$ cat config.mk
export PLATFORM = sky130hd
export DESIGN_NAME = dht11_frame_formatter
export DESIGN_NICKNAME = d
export VERILOG_FILES = /design/src/rtl/dht11_pkg.sv /design/src/rtl/dht11_frame_formatter_bin8_to_bcd.sv /design/src/rtl/dht11_frame_formatter.sv
export SDC_FILE = /design/constraint.sdc
export NUM_CORES = 1
export LEC_CHECK = 0
export CELL_PAD_IN_SITES_DETAIL_PLACEMENT = 1
export CELL_PAD_IN_SITES_GLOBAL_PLACEMENT = 2
export CORE_MARGIN = 5
export CORE_UTILIZATION = 36
export DETAILED_ROUTE_END_ITERATION = 10
export PLACE_DENSITY_LB_ADDON = 0.05
export SLEW_MARGIN = 20
export SYNTH_ARGS = -nofsm -noshare
export SYNTH_HDL_FRONTEND = slang
export SYNTH_SLANG_ARGS = --single-unit
$ cat constraint.sdc
create_clock -name clk -period 7.7 [get_ports clk]
set_input_delay 0.77 -clock clk [delete_from_list [all_inputs] [get_ports clk]]
set_output_delay 0.77 -clock clk [all_outputs]
set_load 0.005 [all_outputs]
$ cat src/rtl/dht11_pkg.sv
// rtl/dht11_pkg.sv - shared types, ASCII constants and frame layout for the DHT11 formatter
package dht11_pkg;

    typedef enum logic [1:0] {
        ST_IDLE  = 2'd0,
        ST_CHECK = 2'd1,
        ST_CONV  = 2'd2,
        ST_SEND  = 2'd3
    } state_e;

    localparam logic [7:0] ASCII_CR = 8'h0D;
    localparam logic [7:0] ASCII_LF = 8'h0A;
    localparam logic [7:0] ASCII_EQ = 8'h3D;
    localparam logic [7:0] ASCII_SP = 8'h20;
    localparam logic [7:0] ASCII_0  = 8'h30;
    localparam logic [7:0] ASCII_E  = 8'h45;
    localparam logic [7:0] ASCII_R  = 8'h52;

    localparam int MSG_LEN_OK  = 13;
    localparam int MSG_LEN_ERR = 5;

    localparam int HUM_INT_LSB  = 32;
    localparam int HUM_DEC_LSB  = 24;
    localparam int TEMP_INT_LSB = 16;
    localparam int TEMP_DEC_LSB = 8;
    localparam int CSUM_LSB     = 0;

    function automatic logic [7:0] bcd_ascii(input logic [3:0] d);
        return ASCII_0 + {4'h0, d};
    endfunction

    function automatic logic [7:0] sat_inc(input logic [7:0] v);
        return (v == 8'hFF) ? v : v + 8'd1;
    endfunction

endpackage

$ cat src/rtl/dht11_frame_formatter_bin8_to_bcd.sv
// rtl/dht11_frame_formatter_bin8_to_bcd.sv - sequential double-dabble, 8-bit binary to 3 BCD digits
module bin8_to_bcd (
    input  logic        clk,
    input  logic        rst,
    input  logic        start_i,
    input  logic [7:0]  bin_i,
    output logic [11:0] bcd_o,
    output logic        done_o
);

    // {bcd[11:0], bin[7:0]} shifted left once per cycle after the add-3 correction
    logic [19:0] sr_q, sr_d, adj;
    logic [2:0]  cnt_q, cnt_d;
    logic        run_q, run_d;

    always_comb begin
        adj = sr_q;
        for (int i = 0; i < 3; i++) begin
            if (adj[8+4*i +: 4] >= 4'd5) begin
                adj[8+4*i +: 4] = adj[8+4*i +: 4] + 4'd3;
            end
        end
        sr_d  = sr_q;
        cnt_d = cnt_q;
        run_d = run_q;
        if (start_i) begin
            sr_d  = {12'h000, bin_i};
            cnt_d = 3'd0;
            run_d = 1'b1;
        end else if (run_q) begin
            sr_d  = {adj[18:0], 1'b0};
            cnt_d = cnt_q + 3'd1;
            if (cnt_q == 3'd7) begin
                run_d = 1'b0;
            end
        end
    end

    always_ff @(posedge clk) begin
        if (rst) begin
            sr_q  <= '0;
            cnt_q <= '0;
            run_q <= 1'b0;
        end else begin
            sr_q  <= sr_d;
            cnt_q <= cnt_d;
            run_q <= run_d;
        end
    end

    assign bcd_o  = sr_q[19:8];
    assign done_o = run_q && (cnt_q == 3'd7);

endmodule

$ cat src/rtl/dht11_frame_formatter.sv
// rtl/dht11_frame_formatter.sv - checksum, decimal conversion and ASCII line streaming of DHT11 frames
module dht11_frame_formatter
    import dht11_pkg::*;
#(
    parameter logic [7:0] HUM_CHAR  = 8'h48,
    parameter logic [7:0] TEMP_CHAR = 8'h54,
    parameter bit         SEND_ERR  = 1'b1
) (
    input  logic        clk,
    input  logic        rst,
    input  logic [39:0] frame_i,
    input  logic        frame_valid_i,
    output logic [7:0]  tx_data_o,
    output logic        tx_valid_o,
    input  logic        tx_ready_i,
    output logic        busy_o,
    output logic        crc_err_o,
    output logic [7:0]  err_cnt_o,
    output logic [7:0]  drop_cnt_o,
    output logic [7:0]  last_hum_o,
    output logic [7:0]  last_temp_o
);

    localparam logic [3:0] LAST_OK  = 4'(MSG_LEN_OK - 1);
    localparam logic [3:0] LAST_ERR = 4'(MSG_LEN_ERR - 1);

    state_e      state_q, state_d;
    logic [39:0] frame_q, frame_d;
    logic [3:0]  idx_q, idx_d;
    logic        err_msg_q, err_msg_d;
    logic [7:0]  err_cnt_q, err_cnt_d, drop_cnt_q, drop_cnt_d;
    logic [7:0]  last_hum_q, last_hum_d, last_temp_q, last_temp_d;

    logic [9:0]  sum10;
    logic        csum_ok, conv_start, hum_done, temp_done, msg_last;
    logic [11:0] hum_bcd, temp_bcd;
    logic [7:0]  byte_sel;

    assign sum10 = {2'b00, frame_q[HUM_INT_LSB +: 8]} + {2'b00, frame_q[HUM_DEC_LSB +: 8]}
                 + {2'b00, frame_q[TEMP_INT_LSB +: 8]} + {2'b00, frame_q[TEMP_DEC_LSB +: 8]};
    assign csum_ok    = (sum10[7:0] == frame_q[CSUM_LSB +: 8]);
    assign conv_start = (state_q == ST_CHECK) && csum_ok;
    assign msg_last   = err_msg_q ? (idx_q == LAST_ERR) : (idx_q == LAST_OK);

    bin8_to_bcd u_hum_bcd (
        .clk     (clk),
        .rst     (rst),
        .start_i (conv_start),
        .bin_i   (frame_q[HUM_INT_LSB +: 8]),
        .bcd_o   (hum_bcd),
        .done_o  (hum_done)
    );

    bin8_to_bcd u_temp_bcd (
        .clk     (clk),
        .rst     (rst),
        .start_i (conv_start),
        .bin_i   (frame_q[TEMP_INT_LSB +: 8]),
        .bcd_o   (temp_bcd),
        .done_o  (temp_done)
    );

    always_comb begin
        byte_sel = 8'h00;
        if (err_msg_q) begin
            case (idx_q)
                4'd0:    byte_sel = ASCII_E;
                4'd1:    byte_sel = ASCII_R;
                4'd2:    byte_sel = ASCII_R;
                4'd3:    byte_sel = ASCII_CR;
                default: byte_sel = ASCII_LF;
            endcase
        end else begin
            case (idx_q)
                4'd0:    byte_sel = HUM_CHAR;
                4'd1:    byte_sel = ASCII_EQ;
                4'd2:    byte_sel = bcd_ascii(hum_bcd[11:8]);
                4'd3:    byte_sel = bcd_ascii(hum_bcd[7:4]);
                4'd4:    byte_sel = bcd_ascii(hum_bcd[3:0]);
                4'd5:    byte_sel = ASCII_SP;
                4'd6:    byte_sel = TEMP_CHAR;
                4'd7:    byte_sel = ASCII_EQ;
                4'd8:    byte_sel = bcd_ascii(temp_bcd[11:8]);
                4'd9:    byte_sel = bcd_ascii(temp_bcd[7:4]);
                4'd10:   byte_sel = bcd_ascii(temp_bcd[3:0]);
                4'd11:   byte_sel = ASCII_CR;
                default: byte_sel = ASCII_LF;
            endcase
        end
    end

    always_comb begin
        state_d     = state_q;
        frame_d     = frame_q;
        idx_d       = idx_q;
        err_msg_d   = err_msg_q;
        err_cnt_d   = err_cnt_q;
        drop_cnt_d  = drop_cnt_q;
        last_hum_d  = last_hum_q;
        last_temp_d = last_temp_q;
        crc_err_o   = 1'b0;

        // any frame arriving outside IDLE is dropped, even on the final handshake cycle
        if (frame_valid_i && (state_q != ST_IDLE)) begin
            drop_cnt_d = sat_inc(drop_cnt_q);
        end

        case (state_q)
            ST_IDLE: begin
                if (frame_valid_i) begin
                    frame_d = frame_i;
                    state_d = ST_CHECK;
                end
            end
            ST_CHECK: begin
                idx_d = 4'd0;
                if (csum_ok) begin
                    last_hum_d  = frame_q[HUM_INT_LSB +: 8];
                    last_temp_d = frame_q[TEMP_INT_LSB +: 8];
                    err_msg_d   = 1'b0;
                    state_d     = ST_CONV;
                end else begin
                    crc_err_o = 1'b1;
                    err_cnt_d = sat_inc(err_cnt_q);
                    err_msg_d = 1'b1;
                    state_d   = SEND_ERR ? ST_SEND : ST_IDLE;
                end
            end
            ST_CONV: begin
                if (hum_done && temp_done) begin
                    state_d = ST_SEND;
                end
            end
            default: begin
                if (tx_ready_i) begin
                    if (msg_last) begin
                        idx_d   = 4'd0;
                        state_d = ST_IDLE;
                    end else begin
                        idx_d = idx_q + 4'd1;
                    end
                end
            end
        endcase
    end

    always_ff @(posedge clk) begin
        if (rst) begin
            state_q     <= ST_IDLE;
            frame_q     <= '0;
            idx_q       <= '0;
            err_msg_q   <= 1'b0;
            err_cnt_q   <= '0;
            drop_cnt_q  <= '0;
            last_hum_q  <= '0;
            last_temp_q <= '0;
        end else begin
            state_q     <= state_d;
            frame_q     <= frame_d;
            idx_q       <= idx_d;
            err_msg_q   <= err_msg_d;
            err_cnt_q   <= err_cnt_d;
            drop_cnt_q  <= drop_cnt_d;
            last_hum_q  <= last_hum_d;
            last_temp_q <= last_temp_d;
        end
    end

    assign tx_valid_o  = (state_q == ST_SEND);
    assign tx_data_o   = (state_q == ST_SEND) ? byte_sel : 8'h00;
    assign busy_o      = (state_q != ST_IDLE);
    assign err_cnt_o   = err_cnt_q;
    assign drop_cnt_o  = drop_cnt_q;
    assign last_hum_o  = last_hum_q;
    assign last_temp_o = last_temp_q;

endmodule
* After elaboration in Yosys (flattened, before gate mapping) *
Index checks and enable logic that the tools add are counted.
Widths: inputs -> output; s select.

word-level totals
  logic and storage cells = 123
  bits in registers = 127

operators by class
  bitwise operators = 4
  muxes and demuxes = 32
  eq/ne operators = 22
  reductions and logical operators = 23
  $lt $le $gt $ge = 6
  $add $sub $neg = 20

operator list
  kind                 count
  $pmux 7 s11          1
  $mux 8               6
  $add 6x4->7 const A  6
  $add 8x8->8          3
  $ge 4x3->1 const B   6
  $mux 4               6
  $pmux 7 s3           1
  $eq 4x4->1 const B   5
  $add 4x2->4 const B  4
  $add 8x1->8 const B  2
  $eq 4x3->1 const B   4
  $eq 8x8->1 const B   2
  $mux 1               10
  $eq 4x2->1 const B   2
  $eq 8x8->1           1
  $mux 2               4
  $pmux 4 s2           1
  $reduce_and 2->1     4
  $reduce_bool 2->1    4
  $reduce_bool 4->1    2
  $reduce_or 2->1      4
  $add 3x1->3 const B  2
  $add 3x2->3 const B  2
  $eq 3x3->1 const B   2
  other kinds (13)     23

* Logic depth before layout (Yosys ltp) *
  depth after elaboration = 6
  gate-level depth with buffers = 15
  gate-level depth less buffers = 13

* Cells and area by module *
A second synthesis with hierarchy kept.

unflattened totals
  cell total of the unflattened synthesis = 802
  area, all modules = 6870.3 µm²

modules (own cells, without submodules)
  module                 cells an instance  instances  area each (µm²)
  dht11_frame_formatter  502                1          4200.3
  bin8_to_bcd            150                2          1335.0

* Worst setup path before layout *
OpenSTA, ideal clock, no wires.

  path type = register to output
  start = reg frame_q[9]
  end = out crc_err_o
  slack = 3.742 ns
  arrival = 3.188 ns
  cell stages (with the launch flop) = 13
  buffers on the path = 0
  cell sequence = dfxtp_1 > fa_1 > inv_1 > fa_1 > inv_1 > ha_1 > fa_1 > xnor2_1 > xnor2_1 > nor4_1 > o2111ai_4 > nor2_2 > nor2b_1

between the ends
  cells in the longest elaborated chain, start to end = 4

RTL lines
  item                    line                          RTL
  from (decl)             dht11_frame_formatter.sv:28   logic [39:0] frame_q, frame_d;
  from (signal assigned)  dht11_frame_formatter.sv:159  frame_q <= frame_d;
  $add 8x8->8             dht11_frame_formatter.sv:40   + {2'b00, frame_q[TEMP_INT_LSB +: 8]} + {2'b00, frame_q[TEMP_DEC_LSB +: 8]};
  $eq 8x8->1              dht11_frame_formatter.sv:41   assign csum_ok = (sum10[7:0] == frame_q[CSUM_LSB +: 8]);
  $mux 1                  dht11_frame_formatter.sv:117  if (csum_ok) begin
  $mux 1                  dht11_frame_formatter.sv:108  case (state_q)
  to (decl)               dht11_frame_formatter.sv:17   output logic crc_err_o,

Every way passes these cells.

* Final worst setup path *
Same ends and word-level chain as after synthesis.

==> summary.txt <==
Status
  – Run status: finished clean

Setup path
  – Worst Path Arrival: ~4.4 ns
  – FF-to-FF path depth: 14
  – WP data required: slightly below 7 ns
  – Critical path type: flip-flop to output port
  – CP Capture Type: output port
  – CP Max Fanout: 6
  – CP startpoint kind: flip-flop

Power and ir drop
  – Switching share of power: between 30% and 40%
  – Static Leak: slightly above 3 nW
  – P_sw: around 0.00076 W
  – Combinational power share: ~28%
  – Worst vdd ir: 0.000166 V
  – Total power: roughly 0.0023 W
  – Clock network power share: between 30% and 40%
  – Cell Int Power: roughly 0.0016 W
  – Flop pwr share: between 30% and 40%
  – PwrDens: roughly 290 nW/um2

Drt
  – Detailed router's first-iteration violation count: about 280
  – DR pass1 iterations: 4
  – Antenna-violating nets left: 0
  – Post-DR wirelength/cell: 16.9 um
  – Routed vias/inst: roughly 5.1
  – Final WL: between 15,000 and 20,000 um
  – DRC Markers: 0
  – Routed via count: approximately 5,400

Final layout
  – Share of post-route cells with drive strength above 1: ~7.6%
  – # nets final: about 910
  – Area delta synth->final: 25.2%
  – Antenna diode count: 0

Synth
  – Yosys cell types: 54
  – Seq/Total Area, Yosys: between 30% and 40%
  – Number of synthesized flops with an enable pin: 0
  – Async set or reset register ratio after synthesis: 0%
  – Largest family of logic cells by synthesized area: simple AND/OR/NAND/NOR gates
  – Compound-gate portion of the synthesized area: about 17%
  – Main synth FF type: dfxtp_1
  – Post-synthesis xor/xnor area fraction: between 5 and 6%
  – Register bit total from synthesis: approximately 130
  – Post-Synthesis Cells: between 700 and 800
  – Synth Cell Area: 6510 um2
  – Simple-Gate Fraction of Synth Area: around 17%
  – Synth warn: 0
  – Syn Nets: 848
  – Average cell area after synthesis: between 8 and 9 um2
  – Synth Area in Adders: 10.6%
  – Mux cell area share after synthesis: 5.28%

Clocking
  – CTS tree: done
  – Hold buffers post-CTS: 0
  – Post_cts resized: 0
  – Clock Sinks: 127
  – Worst-path clk slew: ~0.060 ns
  – Clock Path Buffers: 2
  – Root Driver: clkbuf_16
  – Worst skew pair latency: 0.42 ns
  – Depth of the CTS H-tree: 4
  – Num CTS Buffers: 17
  – # Post-CTS Setup Buffers: 0

Timing
  – FMAX: 194 MHz
  – Tmin final: approximately 5.2 ns
  – Final Setup Violations: 0
  – Fin crit share: 67.0%
  – RSZ-0062 raised after global routing: no
  – Max_slew headroom: about two fifths
  – Setup TNS: 0 ns
  – Measured slew at the worst slew-check pin: between 0.9 and 1 ns
  – Final Hold Fails: 0
  – Slew Limit Fails: 0
  – Setup Skew: 0.0101 ns

Global route
  – Antenna violations before repair: 0
  – Remaining Overflow, GRT: 0
  – Largest net degree at the start of global routing: 83
  – Global-route wire length before repair: 29,900 um
  – Vias in the first global route: about 5,700
  – Total track usage: 18.1%

Run
  – Max-cap check violation count: 0

Placed design
  – IO buf count: 85
  – Placer Congestion: slightly below 0.8
  – Detail Placement HPWL: 13,000 um

Min path
  – WHS Path Cells: 2
  – Hold crit path type: flip-flop to flip-flop

Die
  – Total die area: approximately 21,000 um2
  – Die Height: around 140 um
  – IO Pins: just under 90
  – Core Box Area: ~18,000 um2
  – Initial Util: around 36%
  – Die Wd: roughly 140 um
  – Cell Rows: between 40 and 50
-- cells in the mapped netlist, drive strengths merged, types with 6 or more instances --
library cell	count	area, um2
a21oi	81	405
a22o	16	140
a31o	13	114
and3	7	43.8
buf	15	96.3
clkbuf	31	116
dfxtp	127	2540
fa	14	280
ha	33	413
inv	37	139
mux2i	31	310
nand2	116	435
nand2b	10	62.6
nand3	13	65.1
nand4	6	37.5
nor2	60	228
nor3	19	95.1
o21ai	33	165
xnor2	21	184
xor2	16	140
-- metrics by stage --
step,cell area (um2),hold WS [ns],util [%],worst slack (ns),instances
after detailed placement,7480,0.458,41.8,2.74,1031
after floorplan,6510,0.436,-,3.74,757
after CTS,8150,0.466,45.5,2.51,1063
after global routing,8150,0.481,45.5,2.27,1063
after global placement,7480,0.451,41.8,2.92,1031
final,8150,0.458,45.5,2.54,1063
-- layout by cell type, fill, tap and decap left out, types with 3 or more instances in the layout --
master           Yosys  final
a21oi_1             81     81
buf_4                3      6
inv_1               37     37
nand3_1             13     13
o21ai_0             33     33
and3_1               7      7
clkbuf_8             0      3
clkbuf_16            0     17
o31ai_1              4      4
nor2_1              59     57
nor3_1              19     19
fa_1                14     14
a22o_1              16     16
clkdlybuf4s50_1      0     84
nand2b_1            10     10
a31oi_1              5      5
nor2_2               1      3
mux2i_1             31     31
xor2_1              16     16
nand2_1            116    116
dfxtp_1            127    127
clkinvlp_4           0      3
xnor2_1             21     21
bufinv_16            0      5
nand4_1              6      6
nor2b_1              4      4
a31o_2              13     13
mux2_2               3      3
or3_1                4      4
o211ai_1             3      3
ha_1                33     33
and2_1               3      3
-- layer usage --
metal | global-route usage, % | vias up | share of wire (%)
met1 | 23.3 | 2625 | 46
li1 | - | 2711 | -
met2 | 30.4 | 83 | 50
met4 | 5.01 | 0 | 1.3
met3 | 4.50 | 19 | 3.4
met5 | 0 | - | 0
-- flip-flops by register name, indices dropped and copies added (netlist names), 2 cells and up --
signal / count
u_temp_bcd.sr_q: 20
last_temp_o: 8
u_hum_bcd.cnt_q: 3
u_temp_bcd.cnt_q: 3
drop_cnt_o: 8
u_hum_bcd.sr_q: 20
idx_q: 4
state_q: 2
last_hum_o: 8
frame_q: 40
err_cnt_o: 8
-- cell type report --
cell class              count  area, um2
clock buffers              20        467
clock inverters            12        204
fillers                  2072       9750
inverters                  38        143
multi-input cells         546       3620
flip-flops and latches    127       2540
well taps                 229        287
repair buffers             91        891
-- logic make-up (layout without fill, tap and decap cells) --
logic type | after synthesis | in the layout
xor+xnor | 39 | 39
mux | 34 | 34
simple gates | 252 | 252
other cells | 1 | 1
flops | 127 | 127
buf+inv | 84 | 161
fa+ha+maj | 47 | 47
compound gates | 173 | 173
-- power by group through the flow --
| stage | Combinational (W) | Sequential (W) | Clock (W) |
|---|---|---|---|
| final | 0.000652 | 0.000788 | 0.000910 |
| after global routing | 0.000738 | 0.000798 | 0.000959 |
| after CTS | 0.000664 | 0.000790 | 0.000931 |
| after detailed placement | 0.000653 | 0.000805 | 0 |
| after global placement | 0.000637 | 0.000801 | 0 |
| after floorplan | 0.000473 | 0.000773 | 0 |
-- worst paths after layout --
check	startpoint	end	slack, ns
min	frame_q[30]$_SDFFE_PP0P_	frame_q[30]$_SDFFE_PP0P_	0.46
max reg2reg	frame_q[9]$_SDFFE_PP0P_	last_temp_o[7]$_SDFFE_PP0P_	3.06
max	frame_q[9]$_SDFFE_PP0P_	crc_err_o	2.54
min reg2reg	frame_q[30]$_SDFFE_PP0P_	frame_q[30]$_SDFFE_PP0P_	0.46
-- critical path, cell delays in order, from the launching register on --
cell and delay, ns:
dfxtp_1 0.33, fa_1 0.54, inv_1 0.05, fa_1 0.52, inv_1 0.05, ha_1 0.23
fa_1 0.40, xnor2_1 0.20, xnor2_1 0.08, nor4_1 0.47, o2111ai_4 0.29, nor2_2 0.28
nor2b_1 0.08, clkdlybuf4s50_1 0.46
(Power assumes the default switching activity.)
